## src/rtl/start_det_pkg.sv

```systemverilog
// Shared types and default thresholds for the start-run detector.
package start_det_pkg;

    typedef enum logic [1:0] {
        ST_IDLE  = 2'd0,
        ST_COUNT = 2'd1,
        ST_READY = 2'd2,
        ST_HOLD  = 2'd3
    } det_state_t;

    localparam int DEF_THRESH  = 4;
    localparam int DEF_RELEASE = 1;

endpackage

```

## src/rtl/start_det_channel.sv

```systemverilog
// One detector channel: debounces a start level with entry threshold, release
// hysteresis, a one-cycle detect pulse and a saturating run-length count.
//
//   state    | meaning
//   ---------+-------------------------------------------------
//   IDLE     | start low, no run in progress
//   COUNT    | start high, fewer than THRESH consecutive samples
//   READY    | qualified, detector_out high
//   HOLD     | start low after READY, waiting RELEASE low samples
module start_det_channel
    import start_det_pkg::*;
#(
    parameter int CNT_W   = 4,
    parameter int THRESH  = DEF_THRESH,
    parameter int RELEASE = DEF_RELEASE
) (
    input  logic             clock,
    input  logic             reset_n,
    input  logic             enable,
    input  logic             start,
    output logic             detector_out,
    output logic             detect_pulse,
    output logic [CNT_W-1:0] run_count
);

    localparam logic [CNT_W-1:0] THR_LAST = CNT_W'(THRESH - 1);
    localparam logic [CNT_W-1:0] REL_LAST = CNT_W'(RELEASE - 1);
    localparam logic [CNT_W-1:0] RUN_MAX  = {CNT_W{1'b1}};
    localparam logic [CNT_W-1:0] ONE      = CNT_W'(1);

    if (THRESH < 1 || THRESH > (1 << CNT_W) - 1) begin : g_bad_thresh
        $error("start_det_channel: THRESH out of range for CNT_W");
    end
    if (RELEASE < 1 || RELEASE > (1 << CNT_W) - 1) begin : g_bad_release
        $error("start_det_channel: RELEASE out of range for CNT_W");
    end

    det_state_t       state;
    logic [CNT_W-1:0] low;

    always_ff @(posedge clock or negedge reset_n) begin
        if (!reset_n) begin
            state        <= ST_IDLE;
            run_count    <= '0;
            low          <= '0;
            detector_out <= 1'b0;
            detect_pulse <= 1'b0;
        end else begin
            // The pulse lives for exactly one cycle, even if enable drops.
            detect_pulse <= 1'b0;
            if (enable) begin
                case (state)
                    ST_IDLE: begin
                        if (start) begin
                            run_count <= ONE;
                            if (THRESH == 1) begin
                                state        <= ST_READY;
                                detector_out <= 1'b1;
                                detect_pulse <= 1'b1;
                            end else begin
                                state <= ST_COUNT;
                            end
                        end else begin
                            run_count <= '0;
                        end
                    end
                    ST_COUNT: begin
                        if (!start) begin
                            state     <= ST_IDLE;
                            run_count <= '0;
                        end else if (run_count == THR_LAST) begin
                            state        <= ST_READY;
                            run_count    <= run_count + ONE;
                            detector_out <= 1'b1;
                            detect_pulse <= 1'b1;
                        end else begin
                            run_count <= run_count + ONE;
                        end
                    end
                    ST_READY: begin
                        if (start) begin
                            if (run_count != RUN_MAX)
                                run_count <= run_count + ONE;
                        end else begin
                            run_count <= '0;
                            if (RELEASE == 1) begin
                                state        <= ST_IDLE;
                                detector_out <= 1'b0;
                            end else begin
                                state <= ST_HOLD;
                                low   <= ONE;
                            end
                        end
                    end
                    ST_HOLD: begin
                        if (start) begin
                            state     <= ST_READY;
                            low       <= '0;
                            run_count <= ONE;
                        end else if (low == REL_LAST) begin
                            state        <= ST_IDLE;
                            low          <= '0;
                            detector_out <= 1'b0;
                        end else begin
                            low <= low + ONE;
                        end
                    end
                    default: begin
                        state        <= ST_IDLE;
                        run_count    <= '0;
                        low          <= '0;
                        detector_out <= 1'b0;
                    end
                endcase
            end
        end
    end

endmodule

```

## src/rtl/start_run_detector.sv

```systemverilog
// Multi-channel start-run detector: one independent channel per start bit,
// plus an OR of all ready levels.
module start_run_detector
    import start_det_pkg::*;
#(
    parameter int CHANNELS = 4,
    parameter int CNT_W    = 4,
    parameter int THRESH   = DEF_THRESH,
    parameter int RELEASE  = DEF_RELEASE
) (
    input  logic                      clock,
    input  logic                      reset_n,
    input  logic                      enable,
    input  logic [CHANNELS-1:0]       start,
    output logic [CHANNELS-1:0]       detector_out,
    output logic [CHANNELS-1:0]       detect_pulse,
    output logic [CHANNELS*CNT_W-1:0] run_count,
    output logic                      any_ready
);

    for (genvar i = 0; i < CHANNELS; i++) begin : g_ch
        start_det_channel #(
            .CNT_W   (CNT_W),
            .THRESH  (THRESH),
            .RELEASE (RELEASE)
        ) u_ch (
            .clock        (clock),
            .reset_n      (reset_n),
            .enable       (enable),
            .start        (start[i]),
            .detector_out (detector_out[i]),
            .detect_pulse (detect_pulse[i]),
            .run_count    (run_count[i*CNT_W +: CNT_W])
        );
    end

    assign any_ready = |detector_out;

endmodule

```

## config.mk

```make
export PLATFORM = sky130hd
export DESIGN_NAME = start_run_detector
export DESIGN_NICKNAME = d
export VERILOG_FILES = /design/src/rtl/start_det_pkg.sv /design/src/rtl/start_det_channel.sv /design/src/rtl/start_run_detector.sv
export SDC_FILE = /design/constraint.sdc
export NUM_CORES = 1
export LEC_CHECK = 0
export CELL_PAD_IN_SITES_DETAIL_PLACEMENT = 1
export CELL_PAD_IN_SITES_GLOBAL_PLACEMENT = 1
export CORE_AREA = 2 2 92 94
export CTS_CLUSTER_DIAMETER = 50
export DETAILED_ROUTE_END_ITERATION = 10
export DIE_AREA = 0 0 94 96
export GPL_TIMING_DRIVEN = 0
export HOLD_SLACK_MARGIN = 0.05
export MAX_ROUTING_LAYER = met4
export PLACE_DENSITY = 0.8
export SYNTH_ARGS = -nofsm -noshare
export SYNTH_HDL_FRONTEND = slang
export SYNTH_SLANG_ARGS = --single-unit
```

## constraint.sdc

```tcl
create_clock -name clock -period 1.7 [get_ports clock]
set_input_delay 0.51 -clock clock [delete_from_list [all_inputs] [get_ports clock]]
set_output_delay 0.51 -clock clock [all_outputs]
set_load 0.005 [all_outputs]
```

==> results.py <==
metrics = {
    "status": {
        "status": "complete, but fails checks",
        "violations": "setup timing",
    },
    "sta": {
        "rsz0062_at_grt": "yes",
        "worst_pin_slew_ns": 0.370,
        "worst_slack_ns": -0.171,
        "setup_viol": 5,
        "maxSlewViolCount": 0,
        "worst_hold_slack_ns": 0.107,
        "maxSlewHeadroom_pct": 75.3,
        "fin_skew_ns": 0.00598,
        "layout_min_cycle_time_ns": 1.87,
        "period_share_pct": 110,
        "fmax_mhz": 535,
        "hold_viol_final": 0,
    },
    "floorplan": {
        "start_util_pct": 38.9,
        "die_h_um": 96,
        "core_um2": 8050,
        "ioPinCount": 32,
        "die-area_um2": 9020,
        "die_x_um": 94,
        "num_rows": 33,
    },
    "yosys": {
        "seq_area_frac_synth_pct": 38.3,
        "yosysWarnings": 0,
        "synth_cell_types": 52,
        "ys_top_cells_by_area": "dfrtp_1 38%, ha_1 12%, o21ai_0 5.0%",
        "yosys_register_bits": 48,
        "syn_inst": 334,
        "ys.flop_type": "dfrtp_1",
        "synth_fp_nets": 372,
        "synthArstFlopShare_pct": 100,
        "yosysTopAreaCell": "dfrtp_1",
        "synthesis.area_um2": 3130,
        "synth_edf_count": 0,
        "synth_top_area_share_pct": 38.3,
        "avgSynthCellArea_um2": 9.38,
    },
    "finish": {
        "diodes": 0,
        "final_nets": 454,
        "drive_above_1_share_pct": 29.3,
        "syn2layout_area_growth_pct": 36.7,
        "layout_common_cells": "48 x buf_4, 42 x dfrtp_1, 35 x nand2_1",
        "final_common_cell": "buf_4",
    },
    "critical_path": {
        "arrival_ns": 1.36,
        "cp.required_ns": 1.19,
        "end_kind": "output port",
        "crit_path_start": "g_ch[0].u_ch.detector_out",
        "worstRegToRegCells": 6,
        "reg2reg_to": "g_ch[1].u_ch.state[0]",
        "timing.rr.start": "g_ch[1].u_ch.low[0]",
        "worstPathMaxFanout": 2,
        "ff2ff_setup_slack_ns": -0.03,
        "cp-endpoint": "any_ready",
        "startpoint_type": "flip-flop",
        "crit_type": "reg2out",
    },
    "clock_tree": {
        "cts.sinks": 48,
        "hold_buffers": 0,
        "insertion_delay_ns": 0.30,
        "cts_root_buf": "clkbuf_8",
        "path_clk_slew_ns": 0.09,
        "numCtsBuffers": 5,
        "cts_buffer_depth": 2,
        "cts_tree": "done",
        "h-tree-depth": 2,
    },
    "global_route": {
        "antenna_found_initial": 0,
        "grt_max_degree": 36,
        "grt_pass1_vias": 2881,
        "gr-total-overflow": 0,
        "track_usage_pct": 20.0,
        "grt_pass1_wl_mm": 14.0,
    },
    "power_and_ir_drop": {
        "power_density_nw_per_um2": 1190,
        "power_w": 0.00510,
        "leakagePower_nw": 2.08,
        "ir_worst_vdd_v": 0.000538,
    },
    "detailed_routing": {
        "routed_via_density": 5.35,
        "drt_wl_total_mm": 8.84,
        "dr.pass1.iters": 4,
        "first_iter_violations": 94,
        "wire_per_inst_um": 16.9,
        "antenna_left": 0,
        "vias": 2793,
        "drc": 0,
    },
    "placed_design": {
        "place_ws_ns": -0.671,
        "gp_congestion": 0.799,
        "hpwl_mm": 5.57,
        "io_buffers": 31,
    },
    "flow_run": {
        "cap_viol_max_count": 0,
    },
    "hold_path": {
        "hold_class": "in2async",
    },
}
-- registers in the layout (all words and copies together), names as in the netlist --
name                    flops
g_ch.u_ch.low              16
g_ch.u_ch.run_count        16
g_ch.u_ch.state             8
g_ch.u_ch.detect_pulse      4
g_ch.u_ch.detector_out      4
-- per-stage QoR --
stage	instance area (µm²)	std cells	util [%]	TNS [ns]
floorplan	3140	334	-	0
global placement	3590	470	44.5	-88.65
detailed placement	3600	471	44.7	-21.10
CTS	4010	509	49.8	-0.424
global route	4280	522	53.2	-0.754
finish	4280	522	53.2	-0.227
-- how the worst min path moves through the flow --
stage / from / to / slack, ns / cells after the start
after global placement: g_ch[2].u_ch.low[3] / g_ch[2].u_ch.low[3] / 0.46 / 1
after detailed placement: reset_n / g_ch[1].u_ch.low[1] / 0.44 / 1
after floorplan: reset_n / g_ch[0].u_ch.detect_pulse / 0.21 / 0
final: reset_n / g_ch[1].u_ch.low[1] / 0.11 / 1
after CTS: reset_n / g_ch[1].u_ch.low[1] / 0.11 / 1
after global routing: reset_n / g_ch[1].u_ch.low[1] / 0.11 / 1
-- layer usage --
layer  global-route usage (%)  routed length [µm]  vias to the layer above
met2                     34.3                4580                       34
li1                         -                   -                     1341
met3                     2.51                 181                        8
met1                     25.8                3990                     1410
met5                        -                   0                        -
met4                     3.86                  83                        0
-- cell usage after synthesis, types with 2 or more instances --
master and n:
mux2i_1 9, and3_1 4, o221ai_1 2, a221oi_1 2, a21boi_0 2, nand2b_1 14
a31oi_1 3, nand3b_1 2, a21oi_1 8, nor3b_2 2, nor2b_1 5, and4_1 2
inv_1 29, buf_4 10, nand3_1 8, o21ai_0 31, nand4_1 6, nor3_1 9
clkbuf_1 3, dfrtp_1 48, a21o_1 4, ha_1 31, o211ai_1 3, nor2_1 15
nand2_1 35, a22o_1 7, mux2_2 6, nor3b_1 4, o31ai_1 4, nor4_1 3
or4_1 2
-- final cells by class --
class	instances	area, µm²
Fill cell	904	3770
Multi-Input combinational cell	242	1950
Sequential cell	48	1210
Timing Repair Buffer	75	663
Tap cell	105	131
Buffer	15	118
Inverter	29	109
Clock buffer	6	72.6
Clock inverter	2	35.0
-- power by group --
| part | switching, W | internal (W) |
|---|---|---|
| clock network | 0.000408 | 0.000438 |
| logic | 0.00130 | 0.00133 |
| registers | 0.000240 | 0.00138 |
-- logic make-up after synthesis --
kind of cell | count (synthesis) | share of synthesized area, %
simple gates | 116 | 19.7
compound gates | 78 | 17.2
flops | 48 | 38.3
buf+inv | 44 | 6.51
fa+ha+maj | 31 | 12.4
mux | 17 | 5.87
-- what timing repair did --
item / 4_1_cts / 5_1_grt
setup buffers: 30 / 13
gates resized for setup: 52 / 53
endpoints found under the setup margin: 66 / 38
pin swaps: 6 / 9
-- critical path, cell delays in order (launching register included) --
cell and delay (ns):
dfrtp_1 0.41, or4_1 0.51, buf_2 0.14
(Power assumes the default switching activity.)
